File: src/rtl/nesapu_cmd_sched_pkg.sv
// Shared types and constants for the nesapu command scheduler.
// Used by every file of the scheduler through import nesapu_sched_pkg::*.
package nesapu_sched_pkg;

  typedef enum logic {
    CMD_WRITE = 1'b0,
    CMD_WAIT  = 1'b1
  } cmd_type_e;

  typedef enum logic [1:0] {
    ST_IDLE,
    ST_WR_HI,
    ST_WR_LO,
    ST_WAIT
  } state_e;

  localparam int WAIT_W = 16;
  localparam int CMD_W  = WAIT_W + 1;

  localparam logic [4:0] NESAPU_REG_MAX = 5'h17;
  localparam logic [4:0] LEN_REG_0      = 5'h03;
  localparam logic [4:0] LEN_REG_1      = 5'h07;
  localparam logic [4:0] LEN_REG_2      = 5'h0B;
  localparam logic [4:0] LEN_REG_3      = 5'h0F;

  // Writes to these reload a length counter, so they must always reach the APU.
  function automatic logic is_len_reg(input logic [4:0] r);
    return (r == LEN_REG_0) || (r == LEN_REG_1) || (r == LEN_REG_2) || (r == LEN_REG_3);
  endfunction

endpackage

File: src/rtl/nesapu_cmd_sched_if.sv
// Command handshake between the VGM player (master) and the scheduler (slave).
interface nesapu_cmd_sched_if;
  import nesapu_sched_pkg::*;

  logic              in_cmd_valid;
  logic              out_cmd_ready;
  logic              in_cmd_type;
  logic [WAIT_W-1:0] in_cmd_data;

  modport master (output in_cmd_valid, in_cmd_type, in_cmd_data, input out_cmd_ready);
  modport slave  (input in_cmd_valid, in_cmd_type, in_cmd_data, output out_cmd_ready);

endinterface

File: src/rtl/nesapu_cmd_sched_fifo.sv
// Single-clock command FIFO with occupancy output; head is readable combinationally.
module nesapu_sched_fifo
  import nesapu_sched_pkg::*;
#(
  parameter int DEPTH = 16,
  parameter int W     = CMD_W
) (
  input  logic                     clk,
  input  logic                     rst,
  input  logic                     push,
  input  logic [W-1:0]             din,
  input  logic                     pop,
  output logic [W-1:0]             dout,
  output logic [$clog2(DEPTH):0]   level
);

  localparam int AW = $clog2(DEPTH);

  logic [W-1:0]  mem [DEPTH];
  logic [AW-1:0] wr_ptr;
  logic [AW-1:0] rd_ptr;
  logic          push_ok;
  logic          pop_ok;

  assign push_ok = push && (level != (AW+1)'(DEPTH));
  assign pop_ok  = pop && (level != '0);
  assign dout    = mem[rd_ptr];

  always_ff @(posedge clk) begin
    if (push_ok) mem[wr_ptr] <= din;
  end

  always_ff @(posedge clk) begin
    if (rst) begin
      wr_ptr <= '0;
      rd_ptr <= '0;
      level  <= '0;
    end else begin
      if (push_ok) wr_ptr <= wr_ptr + 1'b1;
      if (pop_ok)  rd_ptr <= rd_ptr + 1'b1;
      case ({push_ok, pop_ok})
        2'b10:   level <= level + 1'b1;
        2'b01:   level <= level - 1'b1;
        default: level <= level;
      endcase
    end
  end

endmodule

File: src/rtl/nesapu_cmd_sched.sv
// Command scheduler owning nesapu's register-write port: FIFO, write-pulse shaper, tick waits.
// Optional write deduplication against a shadow register file: define NESAPU_SCHED_DEDUP_EN.
module nesapu_cmd_sched
  import nesapu_sched_pkg::*;
#(
  parameter int DEPTH = 16,
  parameter int WR_HI = 2,
  parameter int WR_LO = 2
) (
  input  logic                     in_clk,
  input  logic                     in_rst,
  nesapu_cmd_sched_if.slave        cmd,
  input  logic                     in_tick,
  output logic [4:0]               out_reg,
  output logic [7:0]               out_val,
  output logic                     out_wr,
  output logic                     out_busy,
  output logic [$clog2(DEPTH):0]   out_level
);

  localparam int LW     = $clog2(DEPTH) + 1;
  localparam int PH_MAX = (WR_HI > WR_LO) ? WR_HI : WR_LO;
  localparam int PW     = $clog2(PH_MAX + 1);

  state_e            state;
  logic [PW-1:0]     phase;
  logic [WAIT_W-1:0] wait_cnt;
  logic [CMD_W-1:0]  head;
  logic [LW-1:0]     level;
  logic              push;
  logic              pop;
  cmd_type_e         head_type;
  logic [4:0]        head_reg;
  logic [7:0]        head_val;
  logic              in_range;
  logic              dup;
  logic              issue;

  assign cmd.out_cmd_ready = ~in_rst && (level != LW'(DEPTH));
  assign push      = cmd.in_cmd_valid && cmd.out_cmd_ready;
  assign pop       = (state == ST_IDLE) && (level != '0);
  assign head_type = cmd_type_e'(head[WAIT_W]);
  assign head_reg  = head[12:8];
  assign head_val  = head[7:0];
  assign in_range  = (head_reg <= NESAPU_REG_MAX);
  assign issue     = pop && (head_type == CMD_WRITE) && in_range && !dup;
  assign out_level = level;
  assign out_busy  = (state != ST_IDLE) || (level != '0);

  nesapu_sched_fifo #(.DEPTH(DEPTH), .W(CMD_W)) u_fifo (
    .clk   (in_clk),
    .rst   (in_rst),
    .push  (push),
    .din   ({cmd.in_cmd_type, cmd.in_cmd_data}),
    .pop   (pop),
    .dout  (head),
    .level (level)
  );

`ifdef NESAPU_SCHED_DEDUP_EN
  localparam int SHADOW_N = 24;

  logic [7:0]          shadow [SHADOW_N];
  logic [SHADOW_N-1:0] shadow_vld;

  assign dup = in_range && shadow_vld[head_reg] && (shadow[head_reg] == head_val)
               && !is_len_reg(head_reg);

  always_ff @(posedge in_clk) begin
    if (issue) shadow[head_reg] <= head_val;
  end

  always_ff @(posedge in_clk) begin
    if (in_rst)     shadow_vld <= '0;
    else if (issue) shadow_vld[head_reg] <= 1'b1;
  end
`else
  assign dup = 1'b0;
`endif

  // The popped head is decoded in the pop cycle so out_wr rises the very next cycle.
  always_ff @(posedge in_clk) begin
    if (in_rst) begin
      state    <= ST_IDLE;
      phase    <= '0;
      wait_cnt <= '0;
      out_wr   <= 1'b0;
      out_reg  <= '0;
      out_val  <= '0;
    end else begin
      case (state)
        ST_IDLE: begin
          if (issue) begin
            out_reg <= head_reg;
            out_val <= head_val;
            out_wr  <= 1'b1;
            phase   <= '0;
            state   <= ST_WR_HI;
          end else if (pop && (head_type == CMD_WAIT) && (head[WAIT_W-1:0] != '0)) begin
            wait_cnt <= head[WAIT_W-1:0];
            state    <= ST_WAIT;
          end
        end
        ST_WR_HI: begin
          if (phase == PW'(WR_HI - 1)) begin
            phase  <= '0;
            out_wr <= 1'b0;
            state  <= ST_WR_LO;
          end else begin
            phase <= phase + 1'b1;
          end
        end
        ST_WR_LO: begin
          if (phase == PW'(WR_LO - 1)) begin
            phase <= '0;
            state <= ST_IDLE;
          end else begin
            phase <= phase + 1'b1;
          end
        end
        ST_WAIT: begin
          if (wait_cnt == '0)  state    <= ST_IDLE;
          else if (in_tick)    wait_cnt <= wait_cnt - 1'b1;
        end
        default: state <= ST_IDLE;
      endcase
    end
  end

endmodule
File: src/flat_wrapper.sv
// flat-port wrapper written by rule: the top's interface ports become plain ports
module nesapu_cmd_sched_flat import nesapu_sched_pkg::*;
#(
  parameter int DEPTH = 16,
  parameter int WR_HI = 2,
  parameter int WR_LO = 2
)
  (in_clk, in_rst, in_tick, out_reg, out_val, out_wr, out_busy, out_level, cmd_in_cmd_valid, cmd_in_cmd_type, cmd_in_cmd_data, cmd_out_cmd_ready);
  nesapu_cmd_sched_if cmd_i ();
  input  logic in_clk;
  input  logic in_rst;
  input  logic in_tick;
  output logic [4:0] out_reg;
  output logic [7:0] out_val;
  output logic out_wr;
  output logic out_busy;
  output logic [$clog2(DEPTH):0] out_level;
  input wire logic [$bits(cmd_i.in_cmd_valid)-1:0] cmd_in_cmd_valid;
  input wire logic [$bits(cmd_i.in_cmd_type)-1:0] cmd_in_cmd_type;
  input wire logic [$bits(cmd_i.in_cmd_data)-1:0] cmd_in_cmd_data;
  output wire logic [$bits(cmd_i.out_cmd_ready)-1:0] cmd_out_cmd_ready;
  assign cmd_i.in_cmd_valid = cmd_in_cmd_valid;
  assign cmd_i.in_cmd_type = cmd_in_cmd_type;
  assign cmd_i.in_cmd_data = cmd_in_cmd_data;
  assign cmd_out_cmd_ready = cmd_i.out_cmd_ready;
  nesapu_cmd_sched #(.DEPTH(DEPTH), .WR_HI(WR_HI), .WR_LO(WR_LO)) u_core (.in_clk(in_clk), .in_rst(in_rst), .cmd(cmd_i), .in_tick(in_tick), .out_reg(out_reg), .out_val(out_val), .out_wr(out_wr), .out_busy(out_busy), .out_level(out_level));
endmodule
File: config.mk
export PLATFORM = sky130hd
export DESIGN_NAME = nesapu_cmd_sched_flat
export DESIGN_NICKNAME = d
export VERILOG_FILES = /design/src/rtl/nesapu_cmd_sched_pkg.sv /design/src/rtl/nesapu_cmd_sched_if.sv /design/src/rtl/nesapu_cmd_sched_fifo.sv /design/src/rtl/nesapu_cmd_sched.sv /design/src/flat_wrapper.sv
export SDC_FILE = /design/constraint.sdc
export NUM_CORES = 1
export LEC_CHECK = 0
export ABC_AREA = 0
export BUFFER_PORTS_ARGS = -buffer_cell sky130_fd_sc_hd__buf_2
export CORE_UTILIZATION = 62
export DETAILED_ROUTE_END_ITERATION = 10
export PLACE_DENSITY = 0.8
export SLEW_MARGIN = 10
export SYNTH_ARGS = -nofsm -noshare
export SYNTH_HDL_FRONTEND = slang
export SYNTH_SLANG_ARGS = --single-unit
export TNS_END_PERCENT = 10
File: constraint.sdc
create_clock -name in_clk -period 4.35 [get_ports in_clk]
set_input_delay 0.435 -clock in_clk [delete_from_list [all_inputs] [get_ports in_clk]]
set_output_delay 0.435 -clock in_clk [all_outputs]
set_load 0.02 [all_outputs]
## Yosys cells after proc, flatten, opt, wreduce, memory -nomap -nowiden

Memory sizes are Yosys's and may differ from the RTL's. A register that Yosys moved wholly into a read port is not among the register bits.
Cells that the tools add are included.

| word-level totals | value |
|---|---|
| flip-flop bits (word level) | 47 |
| RAM bits | 272 |
| input bits | 21 |
| output and inout bits | 21 |
| word-level logic and storage cells | 82 |
| memories kept | 1 |

| cells by class | value |
|---|---|
| add/subtract/negate cells | 6 |
| magnitude comparators | 1 |
| eq/ne operators | 16 |
| muxes and demuxes | 22 |
| bitwise gates (word level) | 2 |
| reduce and logical (&&, ||, !) cells | 25 |

Memory list:

| memory | words | bits a word | rd ports | clocked after memory_dff | wr ports | RTL line | source |
|---|---|---|---|---|---|---|---|
| u_core.u_fifo.mem | 16 | 17 | 1 | 1 | 1 | nesapu_cmd_sched_fifo.sv:19 | `logic [W-1:0] mem [DEPTH];` |

Operators with widths:

| cell | count |
|---|---|
| 16-bit 2-to-1 mux | 4 |
| 16-bit one-hot mux with 2 select lines | 1 |
| 16-bit logical NOT | 1 |
| 16-bit nonzero test | 1 |
| 16-bit by 1-bit subtractor with 16-bit output (second input constant) | 1 |
| 2-bit 2-to-1 mux | 7 |
| 5-bit one-hot mux with 2 select lines | 1 |
| 2-bit nonzero test | 5 |
| 1-bit logical AND | 9 |
| 4-bit by 1-bit adder with 4-bit output (second input constant) | 2 |
| 4-bit 2-to-1 mux | 2 |
| 2-bit by 1-bit != test with 1-bit output (second input constant) | 4 |
| 2-bit != test (second input constant) | 4 |
| 2-bit one-hot mux with 4 select lines | 1 |
| 2-bit by 1-bit equality test with 1-bit output (second input constant) | 3 |
| 2-bit equality test (second input constant) | 3 |
| 5-bit by 1-bit adder with 5-bit output (second input constant) | 1 |
| 5-bit less-or-equal comparator (second input constant) | 1 |
| 5-bit != test (second input constant) | 1 |
| 5-bit AND reduction | 1 |
| 5-bit nonzero test | 1 |
| 5-bit by 1-bit subtractor with 5-bit output (second input constant) | 1 |
| 1-bit 2-to-1 mux | 4 |
| 2-bit one-hot mux with 2 select lines | 1 |
| other kinds (10) | 12 |

## Depth between registers and ports, before layout

| logic depth | value |
|---|---|
| word-level depth | 7 |
| gate-level depth with buffers | 15 |
| mapped depth without buffers | 13 |

## Modules after synthesis

A second synthesis with hierarchy kept.

| unflattened totals | value |
|---|---|
| cell total of the unflattened synthesis | 795 |
| area, all modules | 13,309.0 um2 |

By module, submodules not included:

| module | times used | cells each | area each (um2) | sequential area each (um2) |
|---|---|---|---|---|
| nesapu_sched_fifo | 1 | 544 | 11,273.3 | 8,508.2 |
| nesapu_cmd_sched | 1 | 251 | 2,035.7 | 680.7 |

## Worst setup path before layout

No wires, ideal clock.

| timing | value |
|---|---|
| path type | register -> register |
| start point | reg u_core.u_fifo.level[1] |
| end point | mem u_core.u_fifo.mem[3][0] (netlist name), enable pin |
| library setup time | 0.435 ns |
| arrival | 3.484 ns |
| required time | 3.915 ns |
| path slack | 0.431 ns |
| stages on the path, launching flop included | 8 |
| buffers on the path | 2 |
| clock period less this slack | 3.919 ns |
| cell sequence | dfxtp_1 clkbuf_1 nor2_1 a31oi_1 and2_1 clkbuf_1 inv_1 nor4_1 |

| between the ends | value |
|---|---|
| longest elaborated chain between the ends | 6 |

RTL lines:

| element | RTL line | source |
|---|---|---|
| start, declared | nesapu_cmd_sched_fifo.sv:14 | `output logic [$clog2(DEPTH):0] level` |
| start signal, assigned | nesapu_cmd_sched_fifo.sv:42 | `2'b10: level <= level + 1'b1;` |
| start signal, assigned | nesapu_cmd_sched_fifo.sv:43 | `2'b01: level <= level - 1'b1;` |
| start signal, assigned | nesapu_cmd_sched_fifo.sv:44 | `default: level <= level;` |
| 5-bit != test | nesapu_cmd_sched.sv:39 | `assign cmd.out_cmd_ready = ~in_rst && (level != LW'(DEPTH));` |
| 1-bit logical AND | nesapu_cmd_sched.sv:39 |  |
| named net cmd_out_cmd_ready | flat_wrapper.sv:21 | `output wire logic [$bits(cmd_i.out_cmd_ready)-1:0] cmd_out_cmd_ready;` |
| 1-bit logical AND | nesapu_cmd_sched.sv:40 | `assign push = cmd.in_cmd_valid && cmd.out_cmd_ready;` |
| 1-bit logical AND | nesapu_cmd_sched_fifo.sv:25 | `assign push_ok = push && (level != (AW+1)'(DEPTH));` |
| 1-bit 2-to-1 mux | nesapu_cmd_sched_fifo.sv:30 | `if (push_ok) mem[wr_ptr] <= din;` |
| 1-bit 2-to-1 mux (not written as such) | nesapu_cmd_sched_fifo.sv:30 |  |
| end, declared | nesapu_cmd_sched_fifo.sv:19 |  |

The timed path passes the listed nets, and every way through them passes these cells.

==> results.txt <==
----------------------------------------------------
[Run status]
  Result of the run ... finished clean

[GRT]
  Pin count of the biggest net entering global routing ... 52
  Number of global-route vias before repair ... 7452
  Global-route congestion overflow total ... 0
  Global Route met3 Usage ... 4.66%
  Initial antenna violation count ... 2
  Total routing resource utilization after global routing ... 29.0%
  Met2 Use GR ... 48.9%
  Met1 track demand over resource in global routing ... 38.4%
  Global-route wire length before repair ... 44.9 mm
  Most Used Layer, Global Route ... met2

[Power]
  Register share of total power ... 42.6%
  Sw Pwr ... 2.75 mW
  Part of the power in combinational logic ... 28.5%
  Cell internal pwr ... 6.13 mW
  Switching Share ... 31.0%
  Power density over the cells ... 611 nW/um^2
  Maximum resistive drop on vdd ... 0.400 mV
  Relative contribution of the clock network to total power ... 28.9%
  Standby leakage power ... 4.89 nW

[Detailed routing]
  Wire length after detailed routing ... 30.0 mm
  Avg Vias per Cell ... 6.54
  Number of design rule violations left after detail routing ... 0
  Initial DRT Pass Iterations ... 5
  Routed Antenna Nets ... 0
  1st-iter DRT viols ... 857
  Vias post-DR ... 7256
  Wire length per cell ... 27.0 um

[Worst setup path]
  CP Data Arrival Time ... 3.99 ns
  Critical Path End Type ... register
  Critical path fanouts, max ... 18
  Worst endpoint required time ... 4.77 ns
  R2r setup slk ... 0.78 ns
  Critical path type ... reg -> reg
  Worst setup path endpoint ... u_core.state[1]$_SDFFE_PP0P_
  Logic depth of the worst register-to-register path ... 7
  Worst flop-to-flop path endpoint ... u_core.state[1]$_SDFFE_PP0P_
  Startpoint type of the worst setup path ... register

[STA]
  Unrepaired setup endpoints after global routing ... false
  Slew at the pin closest to its max-slew limit ... 1.32 ns
  Setup TNS ... 0 ns
  Crit path time final ... 3.57 ns
  Number of max-slew violations in the final report ... 0
  Final setup vio count ... 0
  Post-route fraction of the period consumed by the critical path ... 82.0%
  Clock Skew ... 0.0323 ns
  Slew Limit Headroom ... 11.7%
  Max Freq ... 280 MHz
  Final Hold Vio Count ... 0

[Die]
  Total number of placement rows ... 52
  Vertical die dimension ... 147 um
  Number of I/O pins ... 42
  Core region area ... 20400 um^2
  Initial core utilization ... 63.6%
  Die Area ... 21500 um^2
  DIE WIDTH ... 147 um

[Logic synthesis]
  Cell count after synthesis ... 758
  Synthesized area per cell ... 17.1 um^2
  Number of different library cells in the post-synthesis netlist ... 46
  Top cell type by total area after synthesis ... edfxtp_1
  Synth warn ... 0
  Cell area after technology mapping ... 13000 um^2
  Post-synthesis net count ... 794
  Synth top area share ... 63.1%
  Fraction of registers with async set or reset after synthesis ... 0%
  Prevailing post-synth register cell ... edfxtp_1
  Number of synthesized register bits ... 323
  Number of enable-type register cells in the synthesized netlist ... 272
  Part of the Yosys area used for sequential elements ... 70.9%
  Area contributors post-synth ... edfxtp_1, mux4_2, dfxtp_1, a22oi_1, mux2i_1

[Placement]
  Placer congestion estimate ... 0.847
  Port bufs ... 41
  Number of placed instances, taps included ... 1052
  DPL Wire Length ... 16.5 mm

[Clock tree]
  Clock root buffer ... clkbuf_16
  Number of setup buffers added after CTS ... 0
  CTS H-tree lvls ... 1
  Clock insertion delay at the later pin of the skew report ... 0.57 ns
  Post_cts resized ... 0
  Clock buffers created by TritonCTS ... 30
  Hold_buf cts ... 0
  TritonCTS clock tree ... done
  Maximum clock path buffer count ... 3
  Clock sink total ... 323
  Reg clk slew, reported paths ... 0.07 ns

[Layout]
  Fraction of final layout cells sized beyond drive strength 1 ... 23.9%
  Final-stage net count ... 850
  Cell Count, Final, Fillers Out ... 1109
  Fill cells ... 1221
  Register with the most flip-flops ... u_core.u_fifo.mem
  Most common cell after layout, fill and taps aside ... edfxtp_1
  Number of flip-flops under the largest register name ... 272
  Area growth from synthesis to layout ... 12.2%
  Regs by FF count ... u_core.u_fifo.mem: 272 flops, u_core.wait_cnt: 16 flops, u_core.out_val: 8 flops
  Highest-count cells in the layout ignoring fill and taps ... edfxtp_1, mux4_2, dfxtp_1

[Job]
  Maximum Capacitance Violations ... 0

[Worst hold path]
  Hold WC Path Type ... in -> reg

----------------------------------------------------
-- synth_stat cells (all sizes together) (3+ instances only) --
master and n:
edfxtp 272, mux4 69, dfxtp 51, nor2 47
a21oi 36, a22oi 35, nand2 31, inv 27
clkbuf 26, mux2i 19, buf 17, o21ai 16
ha 15, nor4 12, nor3 10, o32ai 10
xor2 10, nor2b 8, and2 7, a31oi 5
nand3 5, or3 5, and3 4, nand2b 4
nand4 3
-- through the flow --
step | cell area, um^2 | setup WS (ns) | power, mW | hold WS, ns | util [%]
finish | 14500 | 0.784 | 8.88 | 0.240 | 71.4
global placement | 13600 | 0.889 | 6.23 | 0.471 | 66.6
floorplan | 13000 | 0.431 | 5.74 | 0.466 | -
CTS | 14500 | 0.811 | 8.90 | 0.225 | 71.4
detailed placement | 13600 | 0.842 | 6.33 | 0.490 | 66.6
global route | 14500 | 0.602 | 9.26 | 0.242 | 71.4
-- layout make-up --
cell class                 instances  area (um^2)  share of cell area [%]
antenna                            1         2.50                  0.0172
clock buffer                      36          773                    5.32
clock inverter                    20          194                    1.33
inverter                          28          105                   0.723
multi-input combinational        364         3490                    24.0
sequential                       323         9190                    63.3
tap                              270          338                    2.32
timing repair buffer              67          438                    3.01
-- kinds of logic after synthesis --
kind of cell               count (synthesis)  synth area share (%)
DFF                                      323                  70.9
and+or+nand+nor                          141                  5.24
AOI/OAI and AO/OA                        108                  5.54
muxes                                     89                  13.6
buffers and inverters                     71                  2.53
adders and majority gates                 15                  1.45
xor gates and xnor gates                  11                 0.744
-- per-layer routing --
metal / vias up / routed length, um
met5: - / 13
met4: 2 / 1050
met3: 84 / 2770
met2: 470 / 15100
met1: 3597 / 11100
li1: 3103 / -
-- how the worst min path moves through the flow --
stage / from / endpoint / slack [ns] / cells after the start
after floorplan: u_core.phase[1]$_SDFFE_PP0P_ / u_core.phase[1]$_SDFFE_PP0P_ / 0.47 / 1
after global routing: cmd_in_cmd_data[5] / u_core.u_fifo.mem[1][5]$_DFFE_PP_ / 0.24 / 1
final: cmd_in_cmd_data[6] / u_core.u_fifo.mem[15][6]$_DFFE_PP_ / 0.24 / 1
after detailed placement: u_core.phase[1]$_SDFFE_PP0P_ / u_core.phase[1]$_SDFFE_PP0P_ / 0.49 / 1
after CTS: cmd_in_cmd_type / u_core.u_fifo.mem[4][16]$_DFFE_PP_ / 0.23 / 1
after global placement: u_core.out_val[2]$_SDFFE_PP0P_ / u_core.out_val[2]$_SDFFE_PP0P_ / 0.47 / 2
-- critical path, stage by stage (launching register included) --
cell and delay [ns]:
dfxtp_1 0.40, nor2b_1 1.05, a22oi_1 0.27, nand2_1 0.34, a211o_1 0.72, and2_4 0.28
a21oi_2 0.07, mux2_1 0.32
-- power by group through the flow --
stage	logic (mW)	clock network, mW	registers [mW]
final	2.53	2.57	3.78
after global routing	2.75	2.70	3.82
after CTS	2.52	2.59	3.79
after detailed placement	2.48	0	3.85
after global placement	2.39	0	3.83
after floorplan	1.97	0	3.77
Power figures use the tool's default switching activity.
